$ cat src/rtl/clk_pkg.sv
// Shared display constants and the scan FSM state type used by the
// display path (seg_scan, seg_decode) and the clock/mode logic.
package clk_pkg;

  localparam logic [10:0] NUM_BLANK = 11'd10;
  localparam logic [10:0] NUM_DASH  = 11'd11;

  // Active-low patterns, bit 0 = segment a .. bit 6 = g, bit 7 = dp (kept off)
  localparam logic [7:0] SEG_0     = 8'hC0;
  localparam logic [7:0] SEG_1     = 8'hF9;
  localparam logic [7:0] SEG_2     = 8'hA4;
  localparam logic [7:0] SEG_3     = 8'hB0;
  localparam logic [7:0] SEG_4     = 8'h99;
  localparam logic [7:0] SEG_5     = 8'h92;
  localparam logic [7:0] SEG_6     = 8'h82;
  localparam logic [7:0] SEG_7     = 8'hF8;
  localparam logic [7:0] SEG_8     = 8'h80;
  localparam logic [7:0] SEG_9     = 8'h90;
  localparam logic [7:0] SEG_BLANK = 8'hFF;
  localparam logic [7:0] SEG_DASH  = 8'hBF;

  typedef enum logic {BLANK, SHOW} scan_state_t;

endpackage

$ cat src/rtl/seg_decode.sv
// Combinational digit-code to active-low 7-segment pattern decoder.
module seg_decode
  import clk_pkg::*;
(
  input  logic [10:0] code,
  output logic [7:0]  pattern
);

  always_comb begin
    pattern = SEG_BLANK;
    case (code)
      11'd0:    pattern = SEG_0;
      11'd1:    pattern = SEG_1;
      11'd2:    pattern = SEG_2;
      11'd3:    pattern = SEG_3;
      11'd4:    pattern = SEG_4;
      11'd5:    pattern = SEG_5;
      11'd6:    pattern = SEG_6;
      11'd7:    pattern = SEG_7;
      11'd8:    pattern = SEG_8;
      11'd9:    pattern = SEG_9;
      NUM_DASH: pattern = SEG_DASH;
      default:  pattern = SEG_BLANK;
    endcase
  end

endmodule

$ cat src/rtl/seg_scan.sv
// Time-multiplexed 8-digit common-anode 7-segment scanner with a per-slot
// ghosting blank interval and frame-based blinking of masked digits.
module seg_scan
  import clk_pkg::*;
#(
  parameter int CLK_HZ       = 100_000_000,
  parameter int SCAN_HZ      = 1000,
  parameter int BLANK_CYCLES = 16,
  parameter int BLINK_FRAMES = 62
) (
  input  logic        clk,
  input  logic        rst,
  input  logic [10:0] num,
  input  logic        blink_en,
  input  logic [7:0]  blink_mask,
  output logic [2:0]  light,
  output logic [7:0]  an,
  output logic [7:0]  seg,
  output logic        frame_tick
);

  localparam int DIV = CLK_HZ / SCAN_HZ;
  localparam int CW  = (DIV > 1) ? $clog2(DIV) : 1;
  localparam int FW  = (BLINK_FRAMES > 1) ? $clog2(BLINK_FRAMES) : 1;

  localparam logic [CW-1:0] CNT_LAST   = CW'(DIV - 1);
  localparam logic [CW-1:0] BLANK_LAST = CW'(BLANK_CYCLES - 1);
  localparam logic [FW-1:0] FRAME_LAST = FW'(BLINK_FRAMES - 1);

  scan_state_t   state;
  logic [CW-1:0] cnt;
  logic [FW-1:0] frame_cnt;
  logic          blink_phase;
  logic [7:0]    dec;

  seg_decode u_decode (
    .code    (num),
    .pattern (dec)
  );

  assign frame_tick = (cnt == CNT_LAST) && (light == 3'd7);

  always_ff @(posedge clk) begin
    if (rst) begin
      state       <= BLANK;
      cnt         <= '0;
      light       <= 3'd0;
      an          <= 8'hFF;
      seg         <= 8'hFF;
      frame_cnt   <= '0;
      blink_phase <= 1'b0;
    end else begin
      // blink timebase advances once per full 8-digit frame, independent of blink_en
      if (frame_tick) begin
        if (frame_cnt == FRAME_LAST) begin
          frame_cnt   <= '0;
          blink_phase <= ~blink_phase;
        end else begin
          frame_cnt <= frame_cnt + 1'b1;
        end
      end

      case (state)
        BLANK: begin
          cnt <= cnt + 1'b1;
          if (cnt == BLANK_LAST) begin
            state <= SHOW;
            seg   <= dec;
            if (blink_en && blink_mask[light] && blink_phase)
              an <= 8'hFF;
            else
              an <= ~(8'b1 << light);
          end
        end
        SHOW: begin
          // seg is left alone at slot end; anodes are already off
          if (cnt == CNT_LAST) begin
            state <= BLANK;
            cnt   <= '0;
            an    <= 8'hFF;
            light <= light + 3'd1;
          end else begin
            cnt <= cnt + 1'b1;
          end
        end
        default: begin
          state <= BLANK;
          cnt   <= '0;
          an    <= 8'hFF;
        end
      endcase
    end
  end

endmodule
$ cat config.mk
export PLATFORM = sky130hd
export DESIGN_NAME = seg_scan
export DESIGN_NICKNAME = d
export VERILOG_FILES = /design/src/rtl/clk_pkg.sv /design/src/rtl/seg_decode.sv /design/src/rtl/seg_scan.sv
export SDC_FILE = /design/constraint.sdc
export NUM_CORES = 1
export LEC_CHECK = 0
export CORE_UTILIZATION = 52
export CTS_CLUSTER_SIZE = 30
export DETAILED_ROUTE_END_ITERATION = 10
export HOLD_SLACK_MARGIN = 0.1
export PLACE_DENSITY = 0.79
export RECOVER_POWER = 25
export SKIP_CTS_REPAIR_TIMING = 1
export SLEW_MARGIN = 20
export SYNTH_ARGS = -nofsm -noshare
export SYNTH_HDL_FRONTEND = slang
export SYNTH_SLANG_ARGS = --single-unit
$ cat constraint.sdc
create_clock -name clk -period 2.61 [get_ports clk]
set_input_delay 0.6525 -clock clk [delete_from_list [all_inputs] [get_ports clk]]
set_output_delay 0.6525 -clock clk [all_outputs]
set_load 0.005 [all_outputs]
==> results.ini, run 1 <==
[status]
outcome = finished clean

[sta]
hold_slack_ns = 0.4311
relSlewSlack_pct = 63.09
hold_viol = 0
drv_slew = 0
worst_pin_slew_ns = 0.5517
min_period_over_period_pct = 88.71
finClkSkew_ns = 0.004883
finalWorstSetupSlack_ns = 0.2947
period_needed_ns = 2.315
setup_violations = 0
rsz0062_at_grt = false
max_freq_mhz = 431.9

[route]
dr.pass1.iters = 4
wl_mm = 4.767
wl_per_cell_um = 13.82
drtIter0Drc = 76
drt-met1-wl_mm = 2.260
route.met2.wl_mm = 2.260
ant_nets = 0
num_vias = 1870
drc = 0
top_layer = met4
wl_met3_um = 146
viasPerCell = 5.420

[yosys]
syn-instance-count = 253
synth_edf_count = 0
ys_seq_area_share_pct = 37.49
synth_top_cell_area_share_pct = 37.49
post-synth-top-count-cell = dfxtp_1
netlist_top_cells_area = dfxtp_1 37%, ha_1 8.2%, nor2_1 5.7%
yosysWarnings = 0
yosysTopAreaCell = dfxtp_1
syn_avg_cell_area_um2 = 9.075
async_flop_share_pct = 0
synth.distinct_cells = 49
synth_common_cells = 43 x dfxtp_1, 35 x nor2_1, 18 x nand2_1
synthFlopType = dfxtp_1
syn_nets = 290
ys_ff_latch = 43
syn_area_mm2 = 0.002296

[clock_tree]
numCtsBuffers = 5
cts_tree = built
h-tree-depth = 2
clock_latency_ns = 0.30
clk_path_buf_depth = 2
root_buffer = clkbuf_8
cts_sinks = 43
cts.reportedPaths.clkPinSlew_ns = 0.08

[grt]
grt_pass1_wl_mm = 7.645
gr-total-overflow = 0
grt_max_degree = 18
grtUsageTotal_pct = 22.55
antenna_found_initial = 0
grt_pass1_vias = 1717

[finish]
fillers = 334
area_delta_synth_final_pct = 23.43
drive_above_1_share_pct = 9.831
antennaDiodeCount = 0
nets = 332
finalNonFillerCells = 345

[critical_path]
r2r_cells = 6
required_ns = 1.96
crit_slowest_cell = dfxtp_2
cp_common_cell = and3_2
r2r_slack_ns = 0.63
crit_chain = ha_1 -> and4_4 -> and3_2 -> and3_2 -> dlymetal6s2s_1
worstPathArrival_ns = 1.66
criticalPathCategory = register to primary output
startpoint_type = register
rr_startpoint = cnt[0]$_SDFF_PP0_
path_buf_inv = 1
critPathTopFamily = simple AND/OR/NAND/NOR gates
crit_path_end_kind = primary output
r2r-end = frame_cnt[0]$_SDFFE_PP0P_
slowest_delay_ns = 0.35
worst-path-max-fanout = 5

[pwr]
p_sw_share_pct = 21.45
combinationalPowerShare_pct = 7.2
clkPwrFrac_pct = 40.2
p_sw_w = 0.0002704
p_int_w = 0.0009899
power.leakage_nw = 1.063
vdd_drop_max_uv = 364.9
seq_power_share_pct = 52.6
cellPowerDensity_mw_per_mm2 = 444.7

[place]
portBuffers = 40
post-place-ws_ns = 0.1386
hpwl_mm = 3.611
gp_congestion = 0.8062
placedCellCount = 338

[hold_path]
hold_path_class = register to register
worstHoldStart = cnt[0]$_SDFF_PP0_
min_delay_path_depth = 1
min_to = cnt[0]$_SDFF_PP0_

[die]
core_mm2 = 0.004115
die_y_um = 68.45
die_w_um = 68.45
die-area_mm2 = 0.004685
placementRows = 23
initial_utilization_pct = 55.79
io_pins = 42

[job]
max_cap_violations = 0

-- layer usage --
metal	up-vias	GRT usage, %
met5	-	0
met4	0	10.68
met3	10	4.167
met2	26	37.01
met1	865	28.22
li1	969	-
-- metrics by stage --
| step | util, % | total power, W | cell area [um^2] | setup TNS, ns |
|---|---|---|---|---|
| finish | 68.87 | 0.001260 | 2834 | 0 |
| floorplan | - | 0.0007270 | 2296 | 0 |
| detailed placement | 66.19 | 0.0007687 | 2724 | 0 |
| global placement | 66.19 | 0.0007668 | 2724 | 0 |
| CTS | 68.77 | 0.001270 | 2830 | -0.1631 |
| global route | 68.87 | 0.001305 | 2834 | 0 |
-- worst max-delay path by stage --
stage / from / endpoint / slack, ns / cells after the start
3_5_place_dp: num[6] / seg[2]$_SDFFE_PP1P_ / 0.14 / 5
6_report: cnt[0]$_SDFF_PP0_ / frame_tick / 0.29 / 5
3_3_place_gp: num[6] / seg[2]$_SDFFE_PP1P_ / 0.19 / 5
5_1_grt: cnt[1]$_SDFF_PP0_ / frame_tick / 0.19 / 5
4_1_cts: cnt[0]$_SDFF_PP0_ / frame_tick / -0.16 / 5
2_1_floorplan: num[6] / seg[1]$_SDFFE_PP1P_ / 0.66 / 4
-- power groups by stage --
stage	clock network (W)	registers, W	logic (W)
2_1_floorplan	0	0.000678	0.0000494
3_3_place_gp	0	0.000678	0.0000888
3_5_place_dp	0	0.000678	0.0000903
4_1_cts	0.000516	0.000663	0.0000908
5_1_grt	0.000542	0.000664	0.0000996
6_report	0.000507	0.000663	0.0000904
-- cell families (layout without fill, tap and decap cells) --
family / Yosys count / after routing / share of synthesized area, %
AO/OA/AOI/OAI: 43 / 43 / 13.35
XOR/XNOR: 18 / 18 / 6.867
adder cells (fa/ha/maj): 15 / 15 / 8.174
buffers and inverters: 23 / 65 / 5.777
flip-flops: 43 / 43 / 37.49
multiplexers: 6 / 6 / 3.706
other: 1 / 1 / 0.1633
AND/OR/NAND/NOR: 104 / 104 / 24.47
-- final cells by class --
cell class | instances | area [um^2] | share of cell area, %
Clock inverter | 2 | 37.54 | 1.325
Sequential cell | 43 | 862.1 | 30.42
Inverter | 10 | 37.54 | 1.325
Multi-Input combinational cell | 187 | 1303 | 45.96
Timing Repair Buffer | 48 | 462.9 | 16.34
Tap cell | 50 | 62.56 | 2.208
Clock buffer | 5 | 68.82 | 2.428
-- state kept, by name (all words and copies together) (netlist names) --
name         count
blink_phase      1
frame_cnt        6
seg              7
an               8
cnt             17
state            1
light            3
-- layout by cell type, fill, tap and decap left out, types with 2 or more instances in the layout --
master / Yosys / routed
a211o_1: 4 / 4
a21oi_1: 9 / 9
a2bb2oi_1: 8 / 8
a31oi_1: 2 / 2
and3_1: 7 / 7
and3_2: 3 / 3
buf_4: 1 / 8
clkbuf_8: 0 / 5
clkdlybuf4s50_1: 0 / 27
dfxtp_1: 43 / 42
dlygate4sd3_1: 0 / 12
ha_1: 15 / 15
inv_1: 10 / 10
mux2i_1: 4 / 4
mux4_2: 2 / 2
nand2_1: 18 / 18
nand3_1: 9 / 9
nand4_1: 5 / 5
nor2_1: 35 / 35
nor3_1: 9 / 9
o21ai_0: 8 / 8
o21bai_1: 3 / 3
o22ai_1: 3 / 3
or3_1: 3 / 3
or4_1: 2 / 2
xnor2_1: 9 / 9
xor2_1: 9 / 9
-- worst reg2reg max path, delay by kind of cell (launching register included) --
family | cells | cell delay (ns)
flip-flops | 1 | 0.35
AND/OR/NAND/NOR | 5 | 1.29
adder cells (fa/ha/maj) | 1 | 0.20
(Power assumes the default switching activity.)
==> inputs of run 2 (changes only) <==
ABC_AREA = 0   (was default)
CORE_MARGIN = 3   (was default)
HOLD_SLACK_MARGIN = 0.15   (was 0.1)
==> run 2 against run 1 <==
Flip-flop and latch count did not move. Combinational power rose by 3.2%. Global-route usage fell by 3.0 points. Clock power barely moved. Final cell count rose by 0.58%. Fmax rose by 1.9%.
==> results.ini, run 2 (synthesized netlist as in run 1, its figures left out) <==
[route]
dr.pass1.iters = 4  ; unchanged
num_vias = 1929  ; was 1870
viasPerCell = 5.559  ; was 5.420
drc = 0  ; unchanged
wl_mm = 4.898  ; was 4.767 mm
ant_nets = 0  ; unchanged
drtIter0Drc = 81  ; was 76
wl_per_cell_um = 14.12  ; was 13.82 um

[critical_path]
criticalPathCategory = register to primary output  ; unchanged
r2r_slack_ns = 0.41  ; was 0.63 ns
startpoint_type = register  ; unchanged
r2r-end = cnt[7]$_SDFF_PP0_  ; was frame_cnt[0]$_SDFFE_PP0P_
required_ns = 1.96  ; about the same
r2r_cells = 6  ; unchanged
slowest_delay_ns = 0.42  ; was 0.35 ns
worstPathArrival_ns = 1.62  ; was 1.66 ns
crit_path_end_kind = primary output  ; unchanged
crit_slowest_cell = dfxtp_1  ; was dfxtp_2
crit_chain = ha_4 -> and4_4 -> and3_2 -> and3_4 -> dlymetal6s2s_1  ; was ha_1 -> and4_4 -> and3_2 -> and3_2 -> dlymetal6s2s_1
worst-path-max-fanout = 4  ; was 5
rr_startpoint = cnt[0]$_SDFF_PP0_  ; unchanged

[sta]
rsz0062_at_grt = false  ; unchanged
max_freq_mhz = 440.2  ; was 431.9 MHz
relSlewSlack_pct = 49.55  ; was 63.09%
finalWorstSetupSlack_ns = 0.3382  ; was 0.2947 ns
setup_violations = 0  ; unchanged
period_needed_ns = 2.272  ; was 2.315 ns
hold_viol = 0  ; unchanged
hold_slack_ns = 0.4669  ; was 0.4311 ns
worst_pin_slew_ns = 0.7568  ; was 0.5517 ns
finClkSkew_ns = 0.006967  ; was 0.004883 ns
drv_slew = 0  ; unchanged
min_period_over_period_pct = 87.04  ; was 88.71%

[finish]
top_regs = cnt (17), an (8), seg (7)  ; unchanged
drive_above_1_share_pct = 10.10  ; was 9.831%
nets = 334  ; was 332
largest_register_ffs = 17  ; unchanged
antennaDiodeCount = 0  ; unchanged
area_delta_synth_final_pct = 24.47  ; was 23.43%
layout_common_cells = 42 x dfxtp_1, 36 x clkdlybuf4s50_1, 35 x nor2_1, 18 x nand2_1, 14 x ha_1  ; was 42 x dfxtp_1, 35 x nor2_1, 27 x clkdlybuf4s50_1, 18 x nand2_1, 15 x ha_1
final_common_cell = dfxtp_1  ; unchanged
fillers = 348  ; was 334
largest-register = cnt  ; unchanged

[pwr]
cellPowerDensity_mw_per_mm2 = 443.7  ; was 444.7 mW/mm^2
vdd_drop_max_uv = 345.0  ; was 364.9 uV
power.leakage_nw = 1.091  ; was 1.063 nW

[clock_tree]
h-tree-depth = 2  ; unchanged
numCtsBuffers = 5  ; unchanged
clock_latency_ns = 0.30  ; about the same
clk_path_buf_depth = 2  ; unchanged
cts_tree = built  ; unchanged
root_buffer = clkbuf_8  ; unchanged
cts_sinks = 43  ; unchanged
cts.reportedPaths.clkPinSlew_ns = 0.08  ; about the same

[grt]
grt_pass1_wl_mm = 8.217  ; was 7.645 mm
gr-total-overflow = 0  ; unchanged
antenna_found_initial = 0  ; unchanged
grt_pass1_vias = 1856  ; was 1717
grt_max_degree = 18  ; unchanged
grtUsageTotal_pct = 19.55  ; was 22.55%

[die]
placementRows = 23  ; unchanged
core_mm2 = 0.004115  ; unchanged
initial_utilization_pct = 55.79  ; unchanged
die_y_um = 72.45  ; was 68.45 um
die-area_mm2 = 0.005248  ; was 0.004685 mm^2
io_pins = 42  ; unchanged
die_w_um = 72.45  ; was 68.45 um

[status]
outcome = finished clean  ; unchanged

[hold_path]
worstHoldStart = seg[0]$_SDFFE_PP1P_  ; was cnt[0]$_SDFF_PP0_
min_to = seg[0]$_SDFFE_PP1P_  ; was cnt[0]$_SDFF_PP0_
hold_path_class = register to register  ; unchanged
min_delay_path_depth = 1  ; unchanged

[job]
max_cap_violations = 0  ; unchanged

[place]
portBuffers = 40  ; unchanged
hpwl_mm = 3.566  ; was 3.611 mm
post-place-ws_ns = 0.1489  ; was 0.1386 ns
gp_congestion = 0.8736  ; was 0.8062

## run 2: cell count changes in the layout (fill, tap and decap cells not counted)
cell and change:
dlygate4sd3_1 -9, ha_4 +1, ha_1 -1, clkdlybuf4s50_1 +9, and3_4 +1, clkbuf_1 +2
and3_2 -1
## run 2: layout make-up
type                    count  area (um^2)  area share, %
clock buffers               5        68.82          2.408
clock inverters             2        37.54          1.313
inverters                  10        37.54          1.313
multi-input cells         187         1319          46.15
flip-flops and latches     43        862.1          30.17
well taps                  50        62.56          2.189
repair buffers             50        470.5          16.46
## run 2: how the worst max path moves through the flow
| stage | from | to | cells past startpoint | slack (ns) |
|---|---|---|---|---|
| detailed placement | num[6] | seg[1]$_SDFFE_PP1P_ | 5 | 0.15 |
| global route | cnt[0]$_SDFF_PP0_ | cnt[10]$_SDFF_PP0_ | 6 | 0.21 |
| global placement | num[6] | seg[2]$_SDFFE_PP1P_ | 5 | 0.19 |
| CTS | cnt[0]$_SDFF_PP0_ | frame_tick | 5 | -0.13 |
| floorplan | num[6] | seg[1]$_SDFFE_PP1P_ | 4 | 0.66 |
| finish | cnt[0]$_SDFF_PP0_ | frame_tick | 5 | 0.34 |
## run 2: power by group
part	switching [W]	internal [W]	leakage [nW]
registers	0.00000535	0.000660	0.348
clock network	0.000230	0.000280	0.0502
logic	0.0000403	0.0000530	0.693
total	0.000276	0.000992	1.09
## run 2: worst max-delay path: cells and delay by family, from the launching register on
kind	cells	cell delay (ns)
DFF	1	0.42
buffers and inverters	1	0.13
adders and majority gates	1	0.17
and+or+nand+nor	3	0.61
## run 2: metal layers
metal	GRT usage [%]	share of wire, %
met2	31.85	48
met4	7.787	0.82
met3	3.601	3.6
met1	25.60	48
met5	0	0
## run 2: stage by stage
| stage | cells | TNS [ns] | area (um^2) | total power (W) | util, % |
|---|---|---|---|---|---|
| global placement | 338 | 0 | 2724 | 0.0007670 | 66.19 |
| detailed placement | 338 | 0 | 2724 | 0.0007693 | 66.19 |
| CTS | 345 | -0.1337 | 2830 | 0.001269 | 68.77 |
| finish | 347 | 0 | 2858 | 0.001268 | 69.44 |
| floorplan | 253 | 0 | 2296 | 0.0007270 | - |
| global route | 347 | 0 | 2858 | 0.001300 | 69.44 |
==> RTL change (settings of run 2) <==
Set the parameter `SCAN_HZ` to 500 (it was 1000).
--- a/src/rtl/seg_scan.sv
+++ b/src/rtl/seg_scan.sv
@@ -5,5 +5,5 @@
 #(
   parameter int CLK_HZ       = 100_000_000,
-  parameter int SCAN_HZ      = 1000,
+  parameter int SCAN_HZ      = 500,
   parameter int BLANK_CYCLES = 16,
   parameter int BLINK_FRAMES = 62
Check against the original RTL: no difference found for any inputs over 10 cycles, from zero or initial values and one cycle with rst high; that may be too few to reach the edited logic, so the function may still have changed.
==> RTL change against run 2 <==
  * Register-to-register slack worse by 0.02 ns
  * Total power up 1.2%
  * Worst setup slack worse by 0.16 ns
  * Wire length up 15%
  * Sequential cell count up 1
  * Area after synthesis up 4.4%
  * Sequential share of layout area down 1.2 points
  * Global-route usage up 2.5 points
  * Cell area up 6.7%
  * Highest routed layer unchanged
==> RTL change: results (changes against run 2) <==
drt:
  dr.pass1.iters: 4  # unchanged
  drtAntennaViolNets: 0  # unchanged
  drt-total-wl_mm: 5.65  # +15%
  drt_iter0_markers: 156  # +93%
  vias_per_cell: 5.81  # +4.5%
  remaining_drc_errors: 0  # unchanged
global_routing:
  grt_pass1_vias: 2099  # +13%
  grt_pass1_wl_mm: 9.53  # +16%
  grt_max_degree: 19  # +1
  grt_usage: 0.221  # +0.0254
  antenna_found_initial: 0  # unchanged
worst_setup_path:
  ff2ff_path_depth: 7  # +1
  crit_arrival_ns: 1.78  # +0.16 ns
  cp_max_fo: 2  # -2
  cp_slowest_stage_delay_ns: 0.58  # +0.16 ns
  crit_slowest_cell: "or4_4"
finish:
  finalNetCount: 368  # +10%
  layout.cells.non_filler: 384  # +11%
  drive_gt1_frac: 0.0934  # -0.00764
  reg_top3: "cnt x18, an x8, seg x7"
  num-fill-cells: 347  # -0.29%
  insertedDiodeCount: 0  # unchanged
yosys:
  synth_commonest_cells: "dfxtp_1, nor2_1, nand3_1, o21ai_0, a21oi_1"
  yosysUniqueCellTypes: 43  # -12%
  synth_mux_area_frac: 0.0313  # -0.00574
  synth_warnings: 0  # unchanged
  synth_compound_area_frac: 0.188  # +0.0544
  synthXorXnorAreaFrac: 0.0438  # -0.0248
  synth_fa_ha_area_frac: 0.0783  # -0.00346
  ys_top_cells_by_area: "dfxtp_1, ha_1, xnor2_1, nand3_1, o21ai_0"
  ys_seq_area_frac: 0.367  # -0.00750
  synth_nets: 317  # +9.3%
  synthArstFlopShare: 0  # unchanged
  syn_inst: 280  # +11%
placement:
  portBuffers: 40  # unchanged
  dpl.hpwl_mm: 4.18  # +17%
  pre_cts_ws_ns: -0.0132  # -0.162 ns
  placedInstanceArea_sq_um: 2930  # +7.4%
  place_congestion: 0.812  # -7.0%
power_and_ir_drop:
  power_leakage_nw: 1.07  # -2.2%
  switching_share: 0.217  # -0.000458
  clockPowerShare: 0.405  # +0.003
  p_seq_mw: 0.678  # +2%
  irDropWorstVdd_uv: 436  # +26%
  clock_power_mw: 0.520  # +2%
clocking:
  htree_levels: 2  # unchanged
  clkSlewWorstSetupHoldPaths_ns: 0.08  # about the same
  cts.path.max_buffers: 2  # unchanged
  clock-root-buffer: "clkbuf_8"
  clk_latency_ns: 0.30  # about the same
  cts_inserted_buffers: 5  # unchanged
sta:
  finClkSkew_ns: 0.00820  # +0.00123 ns
  slew_headroom: 0.554  # +0.0582
outcome:
  status: "finished, final reports clean"
min_path:
  whs_path_depth: 1  # unchanged
  hp-class: "reg -> reg"
RTL change: changes by cell type after synthesis, moves of 6 or more:
cell / run 2 / this run
nor4_1: 1 / 7
o21ai_0: 8 / 17
nor2_1: 35 / 21
xor2_1: 9 / 1
nand3_1: 9 / 17
o31a_1: 0 / 6
a2bb2oi_1: 8 / 0
or4_1: 2 / 8
a2111oi_0: 0 / 6
a21oi_1: 9 / 16
RTL change: critical path: cells and delay by family (launching register included):
kind / cells / cell delay [ns]
adder cells (fa/ha/maj): 1 / 0.19
AND/OR/NAND/NOR: 3 / 0.82
flip-flops: 1 / 0.34
buffers and inverters: 1 / 0.13
RTL change: metal layers:
layer  global-route usage  up-vias  wire length (um)  share of wire
li1                     -     1142                 -              -
met1                0.297     1033              2530           0.45
met2                0.356       48              2810           0.50
met3               0.0451        7               241          0.043
met4               0.0684        0                63          0.011
met5                    0        -                 0              0
RTL change: worst paths after layout:
path | startpoint | end | slack (ns)
worst max-delay path | cnt[1] | frame_tick | 0.18
worst max register to register | cnt[1] | cnt[3] | 0.39
worst min-delay path | cnt[0] | cnt[0] | 0.42
worst min register to register | cnt[0] | cnt[0] | 0.42
RTL change: cell type report:
class | count | area, sq um | share of cell area
clock buffer | 5 | 68.8 | 0.0226
clock inverter | 3 | 42.5 | 0.0140
inverter | 14 | 52.6 | 0.0172
multi-input combinational | 211 | 1420 | 0.467
sequential | 44 | 882 | 0.289
tap | 52 | 65.1 | 0.0213
timing repair buffer | 55 | 515 | 0.169
RTL change: cell families (layout without fill, tap and decap cells):
family / Yosys count / after routing
buffers and inverters: 25 / 77
AOI/OAI and AO/OA: 68 / 68
muxes: 5 / 5
adders and majority gates: 15 / 15
other: 1 / 1
and+or+nand+nor: 110 / 110
xor gates and xnor gates: 12 / 12
DFF: 44 / 44
